--- src/rtl/mips_pkg.sv ---
// ----------------------------------------------------------------------------
// mips_pkg
// Shared definitions for the fetch stage:
//   pc_state_e       - fetch FSM states (BOOT / RUN / FLUSH)
//   NOP              - instruction word placed in a squashed IF/ID slot
//   DEFAULT_RESET_PC - default PC loaded while reset is asserted
// ----------------------------------------------------------------------------
package mips_pkg;

    typedef enum logic [1:0] {
        BOOT  = 2'd0,
        RUN   = 2'd1,
        FLUSH = 2'd2
    } pc_state_e;

    localparam logic [31:0] NOP              = 32'h0000_0000;
    localparam logic [31:0] DEFAULT_RESET_PC = 32'h0000_0000;

endpackage

--- src/rtl/pc_target_mux.sv ---
// ----------------------------------------------------------------------------
// pc_target_mux
// Combinational next-PC selection. Priority: Jr > Jump > Branch > sequential.
// Redirect controls arrive already qualified (slot valid, no stall).
// Ports:
//   i_jr, i_jump, i_branch - qualified redirect requests
//   i_jr_tgt               - register-sourced target
//   i_jump_tgt             - 26-bit index already shifted left twice
//   i_branch_off           - sign-extended offset already shifted left twice
//   i_if_id_pc_plus4       - PC+4 of the instruction sitting in ID
//   i_pc_plus4             - sequential fetch address
//   o_next_pc              - selected next PC
//   o_redirect             - any redirect is being taken
//   o_jr_misalign          - (PC_ALIGN_CHK_EN only) Jr target had low bits set
// Optional feature macro: PC_ALIGN_CHK_EN (word-align Jr targets).
// ----------------------------------------------------------------------------
module pc_target_mux (
    input  logic        i_jr,
    input  logic        i_jump,
    input  logic        i_branch,
    input  logic [31:0] i_jr_tgt,
    input  logic [27:0] i_jump_tgt,
    input  logic [31:0] i_branch_off,
    input  logic [31:0] i_if_id_pc_plus4,
    input  logic [31:0] i_pc_plus4,
`ifdef PC_ALIGN_CHK_EN
    output logic        o_jr_misalign,
`endif
    output logic [31:0] o_next_pc,
    output logic        o_redirect
);

    logic [31:0] w_jr_target;
    logic [31:0] w_jump_target;
    logic [31:0] w_branch_target;

    // Jump keeps the 256 MB region of the instruction in ID, not of the fetch PC.
    assign w_jump_target   = {i_if_id_pc_plus4[31:28], i_jump_tgt};
    assign w_branch_target = i_if_id_pc_plus4 + i_branch_off;

`ifdef PC_ALIGN_CHK_EN
    assign w_jr_target   = {i_jr_tgt[31:2], 2'b00};
    assign o_jr_misalign = i_jr && (i_jr_tgt[1:0] != 2'b00);
`else
    assign w_jr_target   = i_jr_tgt;
`endif

    assign o_redirect = i_jr | i_jump | i_branch;

    always_comb begin
        o_next_pc = i_pc_plus4;
        if (i_jr) begin
            o_next_pc = w_jr_target;
        end else if (i_jump) begin
            o_next_pc = w_jump_target;
        end else if (i_branch) begin
            o_next_pc = w_branch_target;
        end
    end

endmodule

--- src/rtl/next_pc_unit.sv ---
// ----------------------------------------------------------------------------
// next_pc_unit
// Program counter and IF/ID pipeline register with a BOOT/RUN/FLUSH fetch FSM.
// A redirect from ID loads the target on the next edge and squashes the
// wrong-path instruction (one bubble, no delay slot).
// Ports:
//   CLK, RST (sync, active-low)
//   Stall                    - freezes PC, IF/ID and FSM
//   Branch_Taken/Branch_Off  - branch redirect
//   Jump/Jump_Tgt            - J/JAL redirect
//   Jr/Jr_Tgt                - JR redirect
//   Instr_In                 - instruction memory read data for PC
//   PC                       - instruction memory address
//   IF_ID_PC_Plus4, IF_ID_Instr, IF_ID_Valid - IF/ID register outputs
//   Misalign                 - (PC_ALIGN_CHK_EN only) one-cycle pulse when a
//                              Jr target was force-aligned
// Optional feature macro: PC_ALIGN_CHK_EN.
// ----------------------------------------------------------------------------
module next_pc_unit
    import mips_pkg::*;
#(
    parameter logic [31:0] RESET_PC = DEFAULT_RESET_PC
) (
    input  logic        CLK,
    input  logic        RST,
    input  logic        Stall,
    input  logic        Branch_Taken,
    input  logic [31:0] Branch_Off,
    input  logic        Jump,
    input  logic [27:0] Jump_Tgt,
    input  logic        Jr,
    input  logic [31:0] Jr_Tgt,
    input  logic [31:0] Instr_In,
`ifdef PC_ALIGN_CHK_EN
    output logic        Misalign,
`endif
    output logic [31:0] PC,
    output logic [31:0] IF_ID_PC_Plus4,
    output logic [31:0] IF_ID_Instr,
    output logic        IF_ID_Valid
);

    pc_state_e   r_state;
    pc_state_e   w_state_next;
    logic [31:0] r_pc;
    logic [31:0] r_if_id_pc_plus4;
    logic [31:0] r_if_id_instr;
    logic        r_if_id_valid;
    logic [31:0] w_pc_next;
    logic [31:0] w_if_id_pc_plus4_next;
    logic [31:0] w_if_id_instr_next;
    logic        w_if_id_valid_next;

    logic [31:0] w_pc_plus4;
    logic        w_redirect_ok;
    logic [31:0] w_target_pc;
    logic        w_redirect;

    assign w_pc_plus4 = r_pc + 32'd4;

    // Redirects only come from a real instruction in ID, and never during a stall.
    assign w_redirect_ok = r_if_id_valid & ~Stall;

`ifdef PC_ALIGN_CHK_EN
    logic r_misalign;
    logic w_misalign_next;
    logic w_jr_misalign;
`endif

    pc_target_mux u_mux (
        .i_jr             (Jr & w_redirect_ok),
        .i_jump           (Jump & w_redirect_ok),
        .i_branch         (Branch_Taken & w_redirect_ok),
        .i_jr_tgt         (Jr_Tgt),
        .i_jump_tgt       (Jump_Tgt),
        .i_branch_off     (Branch_Off),
        .i_if_id_pc_plus4 (r_if_id_pc_plus4),
        .i_pc_plus4       (w_pc_plus4),
`ifdef PC_ALIGN_CHK_EN
        .o_jr_misalign    (w_jr_misalign),
`endif
        .o_next_pc        (w_target_pc),
        .o_redirect       (w_redirect)
    );

    // FSM state register
    always_ff @(posedge CLK) begin
        if (!RST) begin
            r_state <= BOOT;
        end else begin
            r_state <= w_state_next;
        end
    end

    // FSM next-state logic
    always_comb begin
        w_state_next = r_state;
        if (!Stall) begin
            case (r_state)
                BOOT:    w_state_next = RUN;
                RUN:     w_state_next = w_redirect ? FLUSH : RUN;
                FLUSH:   w_state_next = RUN;
                default: w_state_next = BOOT;
            endcase
        end
    end

    // FSM outputs: next values of PC and IF/ID. Every state fetches; only RUN
    // can hold a valid slot, so only RUN can redirect.
    always_comb begin
        w_pc_next             = r_pc;
        w_if_id_pc_plus4_next = r_if_id_pc_plus4;
        w_if_id_instr_next    = r_if_id_instr;
        w_if_id_valid_next    = r_if_id_valid;
`ifdef PC_ALIGN_CHK_EN
        w_misalign_next       = 1'b0;
`endif
        if (!Stall) begin
            if ((r_state == RUN) && w_redirect) begin
                w_pc_next          = w_target_pc;
                w_if_id_instr_next = NOP;
                w_if_id_valid_next = 1'b0;
`ifdef PC_ALIGN_CHK_EN
                w_misalign_next    = w_jr_misalign;
`endif
            end else begin
                w_pc_next             = w_pc_plus4;
                w_if_id_pc_plus4_next = w_pc_plus4;
                w_if_id_instr_next    = Instr_In;
                w_if_id_valid_next    = 1'b1;
            end
        end
    end

    always_ff @(posedge CLK) begin
        if (!RST) begin
            r_pc             <= RESET_PC;
            r_if_id_pc_plus4 <= 32'h0;
            r_if_id_instr    <= NOP;
            r_if_id_valid    <= 1'b0;
`ifdef PC_ALIGN_CHK_EN
            r_misalign       <= 1'b0;
`endif
        end else begin
            r_pc             <= w_pc_next;
            r_if_id_pc_plus4 <= w_if_id_pc_plus4_next;
            r_if_id_instr    <= w_if_id_instr_next;
            r_if_id_valid    <= w_if_id_valid_next;
`ifdef PC_ALIGN_CHK_EN
            r_misalign       <= w_misalign_next;
`endif
        end
    end

    assign PC             = r_pc;
    assign IF_ID_PC_Plus4 = r_if_id_pc_plus4;
    assign IF_ID_Instr    = r_if_id_instr;
    assign IF_ID_Valid    = r_if_id_valid;
`ifdef PC_ALIGN_CHK_EN
    assign Misalign       = r_misalign;
`endif

endmodule
--- config.mk ---
export PLATFORM = sky130hd
export DESIGN_NAME = next_pc_unit
export DESIGN_NICKNAME = d
export VERILOG_FILES = /design/src/rtl/mips_pkg.sv /design/src/rtl/pc_target_mux.sv /design/src/rtl/next_pc_unit.sv
export SDC_FILE = /design/constraint.sdc
export NUM_CORES = 1
export LEC_CHECK = 0
export ABC_AREA = 1
export CAP_MARGIN = 10
export CORE_UTILIZATION = 50
export CTS_BUF_LIST = sky130_fd_sc_hd__clkbuf_8
export DETAILED_ROUTE_END_ITERATION = 7
export HOLD_SLACK_MARGIN = 0.06
export PLACE_DENSITY_LB_ADDON = 0.25
export REMOVE_ABC_BUFFERS = 1
export SYNTH_ARGS = -nofsm -noshare
export SYNTH_HDL_FRONTEND = slang
export SYNTH_HIERARCHICAL = 1
export SYNTH_SLANG_ARGS = --single-unit
--- constraint.sdc ---
create_clock -name CLK -period 5.1 [get_ports CLK]
set_input_delay 0.51 -clock CLK [delete_from_list [all_inputs] [get_ports CLK]]
set_output_delay 0.51 -clock CLK [all_outputs]
set_load 0.02 [all_outputs]
==> results of run 1 <==
[registers in the layout, summed over array words and instances, names as in the netlist]
signal          count
IF_ID_Valid         1
r_state             2
IF_ID_PC_Plus4     32
PC                 32
IF_ID_Instr        32
[worst max path at each step]
stage,endpoint,slack (ps)
floorplan,IF_ID_PC_Plus4[5]$_SDFFE_PN0P_,680
global placement,IF_ID_PC_Plus4[5]$_SDFFE_PN0P_,1410
detailed placement,IF_ID_PC_Plus4[7]$_SDFFE_PN0P_,1310
CTS,IF_ID_PC_Plus4[6]$_SDFFE_PN0P_,1740
global route,IF_ID_PC_Plus4[6]$_SDFFE_PN0P_,1370
finish,IF_ID_PC_Plus4[6]$_SDFFE_PN0P_,1670
[worst max-delay path, delay by kind of cell]
kind	cells	cell delay, ps
buffers and inverters	4	2040
AO/OA/AOI/OAI	1	80
AND/OR/NAND/NOR	7	1060
[layout make-up]
class                   instances  area share, %
flip-flops and latches         99           19.0
clock buffers                  10           1.32
multi-input cells            1025           47.9
inverters                     180           6.47
clock inverters                 6          0.695
well taps                     211           2.53
repair buffers                233           22.1
[power breakdown]
| part | internal, mW | switching [mW] | leakage (nW) |
|---|---|---|---|
| Sequential | 0.795 | 0.0174 | 0.805 |
| Combinational | 0.190 | 0.222 | 3.88 |
| Clock | 0.246 | 0.299 | 0.109 |
| Total | 1.23 | 0.539 | 4.80 |
[logic make-up after synthesis]
family	count (synthesis)	synth area share, %
buffers and inverters	227	11.3
and+or+nand+nor	746	39.4
DFF	99	25.2
xor gates and xnor gates	29	3.90
AOI/OAI and AO/OA	217	14.9
adders and majority gates	33	5.35
[metal layers]
layer  vias to the layer above  routed length [um]  track usage [%]
met5                         -                   0                0
met4                         0                 768             12.0
met3                        47                3040             10.0
met2                       452               12900             57.6
met1                      4134               11000             40.1
li1                       4604                   -                -
[placed cells by master (no fill, tap or decap), drive strengths merged, types with 7 or more instances in the layout]
master         Yosys  final
clkdlybuf4s50      0    225
nor2             130    130
inv              179    181
xor2              24     24
clkbuf            31     10
a31oi              8      8
dfxtp             99     99
nand2            544    544
a21oi            150    150
a22o               7      7
buf               16      8
ha                32     32
o21ai             41     41
nand3             60     60
[stage by stage]
step | instance area, um^2 | util [%] | instances | power [mW]
after floorplan | 7650 | - | 1304 | 1.02
after global placement | 10200 | 67.0 | 1748 | 1.23
after detailed placement | 10200 | 67.0 | 1748 | 1.24
after CTS | 10400 | 68.4 | 1764 | 1.77
after global routing | 10400 | 68.4 | 1764 | 1.84
final | 10400 | 68.4 | 1764 | 1.77
==> flow_metrics.tcl, run 1 <==
set metrics [dict create \
    grt_max_degree 60 \
    hold-path-cell-count 2 \
    fin_tns_setup_ps 0 \
    routedWlPerCell_um 15.7 \
    dpl.hpwl_mm 21.2 \
    worstSetupStartpointType "input pin" \
    dr.pass1.iters 6 \
    r2r_slack_ps 1950 \
    worst-setup-path-type "input pin to flop" \
    coreArea_mm2 0.0153 \
    status "finished, final reports clean" \
    r2r_start "IF_ID_Valid$_SDFFE_PN0N_" \
    port_buffers 226 \
    htree_levels 3 \
    track_usage_pct 33.7 \
    antennaDiodeCount 0 \
    slew_viol_final 0 \
    slowest_delay_ps 850 \
    post_drt_via_cell_ratio 5.24 \
    crit_start "Stall" \
    synth_cells 1351 \
    cts_root_buffer "clkbuf_8" \
    finalWorstSetupSlack_ps 1670 \
    ys_ff_latch 99 \
    finalSetupViolCount 0 \
    timing.final.crit_share_pct 67.2 \
    yosysUniqueCellTypes 35 \
    max_freq_mhz 292 \
    finalCriticalPeriod_ps 3430 \
    relSlewSlack_pct 21.2 \
    cts_buffer_depth 2 \
    cellPowerDensity_mw_per_mm2 170 \
    ctsHoldBuffers 0 \
    die_x_um 127 \
    yosysMostFrequentCell "nand2_1" \
    cts.sinks 99 \
    grt_pass1_wl_mm 42.6 \
    numCtsBuffers 9 \
    finalHoldViolCount 0 \
    drive_above_1_share_pct 5.80 \
    critPathSlowestCell "inv_1" \
    drt_wl_total_mm 27.7 \
    layout.nets 1711 \
    maxCapViolCount 0 \
    multi_input_area_mm2 0.00500 \
    num_io_pins 227 \
    cts_setup_buffers 0 \
    fillers 1449 \
    clk_pin_slew_ps 100 \
    grt_setup_unrepaired "no" \
    synth_top_cells_by_count "nand2_1 (524), inv_1 (171), a21oi_1 (146)" \
    die-area_mm2 0.0162 \
    synth_top_area_cell "dfxtp_1" \
    area_delta_synth_final_pct 32.8 \
    worstRegToRegCells 10 \
    end_kind "flop" \
    vdd_drop_max_uv 164 \
    synth_seq_area_share_pct 25.2 \
    leakage_nw 4.80 \
    tightest_slew_ps 1180 \
    die_height_um 127 \
    finClkSkew_ps 8.70 \
    syn-cell-area_mm2 0.00786 \
    vias 9237 \
    drtIter0Drc 772 \
    grt_remaining_overflow 0 \
    antenna_found_initial 0 \
    synth_edf_count 0 \
    cts_tree "yes" \
    hp-start "IF_ID_Instr[29]$_SDFFE_PN0N_" \
    critical_path_arrival_ps 3690 \
    hold_path.class "flop to flop" \
    cts_resized 0 \
    crit_path_max_fanout 59 \
    drc 0 \
    whs_endpoint "IF_ID_Instr[29]$_SDFFE_PN0N_" \
    synthFlopType "dfxtp_1" \
    async_flop_share_pct 0 \
    synth.top_cell.area_share_pct 25.2 \
    grt_pass1_vias 8653 \
    rr_endpoint "IF_ID_PC_Plus4[6]$_SDFFE_PN0P_" \
    antenna_left 0 \
    clk_latency_ps 380 \
    area.sequential_mm2 0.00198 \
    yosysWarnings 6 \
    worstPathCellList "buf_2 -> inv_1 -> nand2_1 -> nor2_2 -> inv_1 -> nand2_1 -> nand3_1 -> nand2_1 -> inv_2 -> nor2_4 -> nand2_1 -> o21ai_0" \
    gp_congestion 0.963 \
    synth_area_leaders "dfxtp_1 (25%), nand2_1 (25%), a21oi_1 (9.3%)" \
    dp_slack_ps 1310 \
    rows 45 \
    holdWs_ps 469 \
    avgSynthCellArea_um2 5.82 \
    start_util_pct 51.5 \
    required_ps 5360 \
    cpMostUsedCell "nand2_1" \
]
No activity file was read; power rests on OpenSTA's default activity.
==> run 2: changes to the inputs <==
- CORE_UTILIZATION: 50 -> 45
- clock period: 5.1 -> 3.1 ns (I/O delays scaled with it)
==> flow_metrics.tcl, run 2 (synthesis gave the netlist of run 1 again) <==
set metrics [dict create \
    max_freq_mhz 409 \
    cpMostUsedCell "nand3_1" \
    numCtsBuffers 9 \
    grt_setup_unrepaired "no" \
    hold-path-cell-count 5 \
    finalSetupViolCount 0 \
    crit_path_max_fanout 5 \
    htree_levels 3 \
    tightest_slew_ps 665 \
    post_drt_via_cell_ratio 5.15 \
    finalCriticalPeriod_ps 2440 \
    leakage_nw 4.85 \
    worstSetupStartpointType "input pin" \
    critical_path_arrival_ps 2760 \
    drc 0 \
    layout.nets 1719 \
    die_x_um 134 \
    ctsHoldBuffers 0 \
    finalHoldViolCount 0 \
    timing.final.crit_share_pct 78.9 \
    rr_endpoint "PC[31]$_SDFFE_PN0N_" \
    grt_util_met2_pct 51.8 \
    routedWlPerCell_um 15.6 \
    cts_root_buffer "clkbuf_8" \
    fin_util_pct 62.8 \
    layout_commonest_cell "nand2_1" \
    antennaDiodeCount 0 \
    final_cell_mix "nand2_1 (524), clkdlybuf4s50_1 (225), inv_1 (171)" \
    grt_pass1_wl_mm 42.8 \
    num_io_pins 227 \
    grt_pass1_vias 8495 \
    cts_tree "yes" \
    drive_above_1_share_pct 6.28 \
    r2r_slack_ps 670 \
    slew_viol_final 0 \
    gp_congestion 0.967 \
    total_power_mw 3.06 \
    finClkSkew_ps 13.1 \
    dr.pass1.iters 6 \
    port_buffers 226 \
    hold_path.class "input pin to flop" \
    clk_latency_ps 380 \
    grt_remaining_overflow 0 \
    cts.sinks 99 \
    clk_pin_slew_ps 100 \
    drtIter0Drc 730 \
    dpl.hpwl_mm 21.6 \
    fillers 1686 \
    area_delta_synth_final_pct 34.4 \
    worst-setup-path-type "input pin to flop" \
    grt_max_degree 55 \
    start_util_pct 46.7 \
    stdcell_count 1781 \
    status "finished, final reports clean" \
    worstPathCellList "clkdlybuf4s50_1 -> ha_1 -> fa_1 -> nand3_1 -> nand3_1 -> nand3_1 -> nand3_2 -> nand3_1 -> nand3_1 -> nand3_1 -> nand2_1 -> a21oi_1 -> nand2_1 -> o21ai_0 -> inv_1 -> a21oi_1" \
    cellPowerDensity_mw_per_mm2 290 \
    holdWs_ps 455 \
    cts_setup_buffers 0 \
    worstRegToRegCells 16 \
    whs_endpoint "r_state[0]$_SDFFE_PN0N_" \
    die-area_mm2 0.0180 \
    rows 47 \
    antenna_left 0 \
    cts_resized 0 \
    end_kind "flop" \
    antenna_found_initial 0 \
    placed_cells 1765 \
    met1_usage_pct 37.8 \
    r2r_start "IF_ID_PC_Plus4[13]$_SDFFE_PN0P_" \
    track_usage_pct 30.7 \
    drt_wl_total_mm 27.8 \
    vias 9170 \
    hp-start "Stall" \
    critPathSlowestCell "fa_1" \
    cts_buffer_depth 2 \
    die_height_um 134 \
    maxCapViolCount 0 \
    use_met3_pct 7.63 \
    relSlewSlack_pct 55.6 \
    coreArea_mm2 0.0168 \
    vdd_drop_max_uv 284 \
    required_ps 3420 \
    grt_busiest_layer "met2" \
    slowest_delay_ps 450 \
]
## run 2: cell count changes in the layout (fill, tap and decap cells not counted), sizes merged
cell,delta
inv,-1
bufinv,+2
clkinv,-2
buf,+8
clkinvlp,+1
## run 2: power breakdown
group	total [mW]	internal, mW	switching [mW]
registers	1.34	1.31	0.0275
logic	0.686	0.319	0.366
clock network	1.04	0.560	0.480
## run 2: worst max-delay path by stage
stage | from | end | slack, ps
floorplan | Stall | IF_ID_PC_Plus4[5]$_SDFFE_PN0P_ | -1120
global placement | Branch_Off[0] | PC[20]$_SDFFE_PN0N_ | 340
detailed placement | Branch_Off[0] | PC[20]$_SDFFE_PN0N_ | 270
CTS | IF_ID_PC_Plus4[0]$_SDFFE_PN0P_ | PC[20]$_SDFFE_PN0N_ | 670
global route | IF_ID_PC_Plus4[0]$_SDFFE_PN0P_ | PC[24]$_SDFFE_PN0N_ | 420
finish | Branch_Off[0] | PC[20]$_SDFFE_PN0N_ | 660
## run 2: worst max-delay path, delay by kind of cell
family | cells | cell delay (ps)
AOI/OAI and AO/OA | 3 | 400
adders and majority gates | 2 | 720
buffers and inverters | 2 | 460
and+or+nand+nor | 9 | 890
## run 2: metal layers
metal,wire [um],vias to the layer above
li1,-,4609
met5,0,-
met4,709,0
met3,2710,50
met1,11400,4126
met2,12900,385
## run 2: through the flow
step | setup WS, ps | area (um^2) | TNS [ps]
floorplan | -1120 | 7650 | -98780
global placement | 342 | 10300 | 0
detailed placement | 274 | 10300 | 0
CTS | 674 | 10600 | 0
global route | 415 | 10600 | 0
finish | 655 | 10600 | 0
## run 2: final cells by class
class / instances / area [um^2] / share of cell area (%)
multi-input cells: 1025 / 5000 / 47.3
repair buffers: 241 / 2380 / 22.6
flip-flops and latches: 99 / 1980 / 18.8
inverters: 180 / 676 / 6.40
well taps: 220 / 275 / 2.61
clock buffers: 10 / 138 / 1.30
clock inverters: 6 / 111 / 1.05
==> run 3: changes to the inputs <==
- CORE_UTILIZATION: 45 -> 50
- clock period: 3.1 -> 2.55 ns (I/O delays scaled with it)
==> flow_metrics.tcl, run 3 (synthesis gave the netlist of run 1 again) <==
set metrics [dict create \
    status "finished, final reports clean" \
    final_cell_mix "nand2_1 (524), clkdlybuf4s50_1 (225), inv_1 (172)" \
    r2r_slack_ps 140 \
    sw_frac_of_total_pct 28.8 \
    cts_buffer_depth 2 \
    hold_path.class "input pin to flop" \
    crit_family "compound AO/OA/AOI/OAI gates" \
    whs_endpoint "r_state[0]$_SDFFE_PN0N_" \
    max_freq_mhz 416 \
    cellPowerDensity_mw_per_mm2 342 \
    layout.nets 1767 \
    grt_max_degree 50 \
    layout_commonest_cell "nand2_1" \
    holdWs_ps 404 \
    fin_util_pct 71.6 \
    leakage_nw 5.10 \
    grt_remaining_overflow 0 \
    antennaDiodeCount 0 \
    area.sequential_mm2 0.00198 \
    start_util_pct 51.5 \
    dp_slack_ps -158 \
    finalSetupViolCount 0 \
    track_usage_pct 34.8 \
    slew_viol_final 0 \
    cts_root_buffer "clkbuf_8" \
    grt_util_met2_pct 58.0 \
    antenna_left 0 \
    timing.final.crit_share_pct 94.3 \
    finalWorstSetupSlack_ps 144 \
    drtIter0Drc 868 \
    multi_input_area_mm2 0.00500 \
    post_drt_via_cell_ratio 5.21 \
    vias 9480 \
    vdd_drop_max_uv 260 \
    antenna_found_initial 0 \
    required_ps 2880 \
    p_seq_share_pct 43.4 \
    rows 45 \
    tightest_slew_ps 510 \
    worstSetupStartpointType "flop" \
    die_x_um 127 \
    gp_congestion 0.983 \
    die_height_um 127 \
    cts_resized 0 \
    cp.buffers_inverters 2 \
    hold-path-cell-count 5 \
    cts_setup_buffers 0 \
    grt_pass1_vias 9013 \
    comb_power_share_pct 23.5 \
    ctsHoldBuffers 0 \
    finalCriticalPeriod_ps 2410 \
    dpl.hpwl_mm 22.1 \
    slowest_delay_ps 480 \
    grt_setup_unrepaired "no" \
    pwr-share-clk_pct 33.1 \
    drt_wl_total_mm 28.0 \
    met1_usage_pct 43.9 \
    cts_tree "yes" \
    worstPathCellList "ha_1 -> nand2_1 -> inv_1 -> nand2_1 -> nand2_1 -> a21oi_1 -> nand2_2 -> xor2_1 -> o21ai_0 -> a21oi_1 -> a22o_1 -> inv_1 -> a21oi_1" \
    drc 0 \
    finClkSkew_ps 11.5 \
    port_buffers 226 \
    critical_path_arrival_ps 2740 \
    switchingPower_mw 1.08 \
    clk_pin_slew_ps 100 \
    clk_latency_ps 390 \
    use_met3_pct 6.53 \
    worstRegToRegCells 13 \
    crit_start "IF_ID_PC_Plus4[7]$_SDFFE_PN0P_" \
    grt_pass1_wl_mm 44.0 \
    area_delta_synth_final_pct 38.9 \
    critPathSlowestCell "dfxtp_1" \
    dr.pass1.iters 6 \
    r2r_start "IF_ID_PC_Plus4[7]$_SDFFE_PN0P_" \
    drive_above_1_share_pct 9.07 \
    maxCapViolCount 0 \
    die-area_mm2 0.0162 \
    power.internal_mw 2.66 \
    num_io_pins 227 \
    coreArea_mm2 0.0153 \
    fillers 1347 \
    cts.sinks 99 \
    numCtsBuffers 9 \
    routedWlPerCell_um 15.4 \
    end_kind "flop" \
    rr_endpoint "PC[13]$_SDFFE_PN0N_" \
    grt_busiest_layer "met2" \
    htree_levels 3 \
    finalHoldViolCount 0 \
    relSlewSlack_pct 66.0 \
    crit_path_max_fanout 4 \
    hp-start "Stall" \
    worst-setup-path-type "flop to flop" \
]
-- run 3: changes by cell type in the layout (fill, tap and decap cells not counted), sizes merged --
cell | before | now
clkinvlp | 1 | 2
buf | 16 | 64
clkbuf | 10 | 9
-- run 3: per-layer routing --
layer / up-vias / share of wire, % / wire length [um]
met4: 0 / 3.0 / 832
met5: - / 0 / 0
met3: 64 / 11 / 2950
met1: 4227 / 41 / 11500
met2: 464 / 46 / 12800
li1: 4725 / - / -
-- run 3: how the worst max path moves through the flow --
stage / endpoint / slack, ps / depth (start not counted)
2_1_floorplan: IF_ID_PC_Plus4[5]$_SDFFE_PN0P_ / -1610 / 11
3_3_place_gp: PC[12]$_SDFFE_PN0N_ / -150 / 14
3_5_place_dp: PC[12]$_SDFFE_PN0N_ / -160 / 14
4_1_cts: PC[12]$_SDFFE_PN0N_ / 180 / 13
5_1_grt: PC[25]$_SDFFE_PN0N_ / 1 / 15
6_report: PC[13]$_SDFFE_PN0N_ / 140 / 13
-- run 3: power by group through the flow --
stage	Clock (mW)	Sequential, mW	Combinational (mW)
2_1_floorplan	0	1.71	0.327
3_3_place_gp	0	1.66	0.855
3_5_place_dp	0	1.66	0.861
4_1_cts	1.25	1.62	0.867
5_1_grt	1.29	1.63	0.948
6_report	1.24	1.62	0.877
-- run 3: area by class of cell --
| cell class | count | area share (%) |
|---|---|---|
| multi-input cells | 1025 | 45.8 |
| inverters | 180 | 6.19 |
| well taps | 211 | 2.42 |
| clock buffers | 9 | 1.13 |
| repair buffers | 289 | 25.2 |
| flip-flops and latches | 99 | 18.2 |
| clock inverters | 7 | 1.08 |
-- run 3: worst min-delay path, delay by kind of cell --
family                 cells  cell delay (ps)
AND/OR/NAND/NOR            1               90
AO/OA/AOI/OAI              1               50
buffers and inverters      3              350
-- run 3: metrics by stage --
stage	std cells	setup TNS, ps	cell area (um^2)	power [mW]
finish	1820	0	10900	3.74
global route	1820	0	10900	3.87
CTS	1820	0	10900	3.74
detailed placement	1804	-1430	10700	2.52
global placement	1804	-585	10700	2.51
floorplan	1304	-147780	7650	2.03
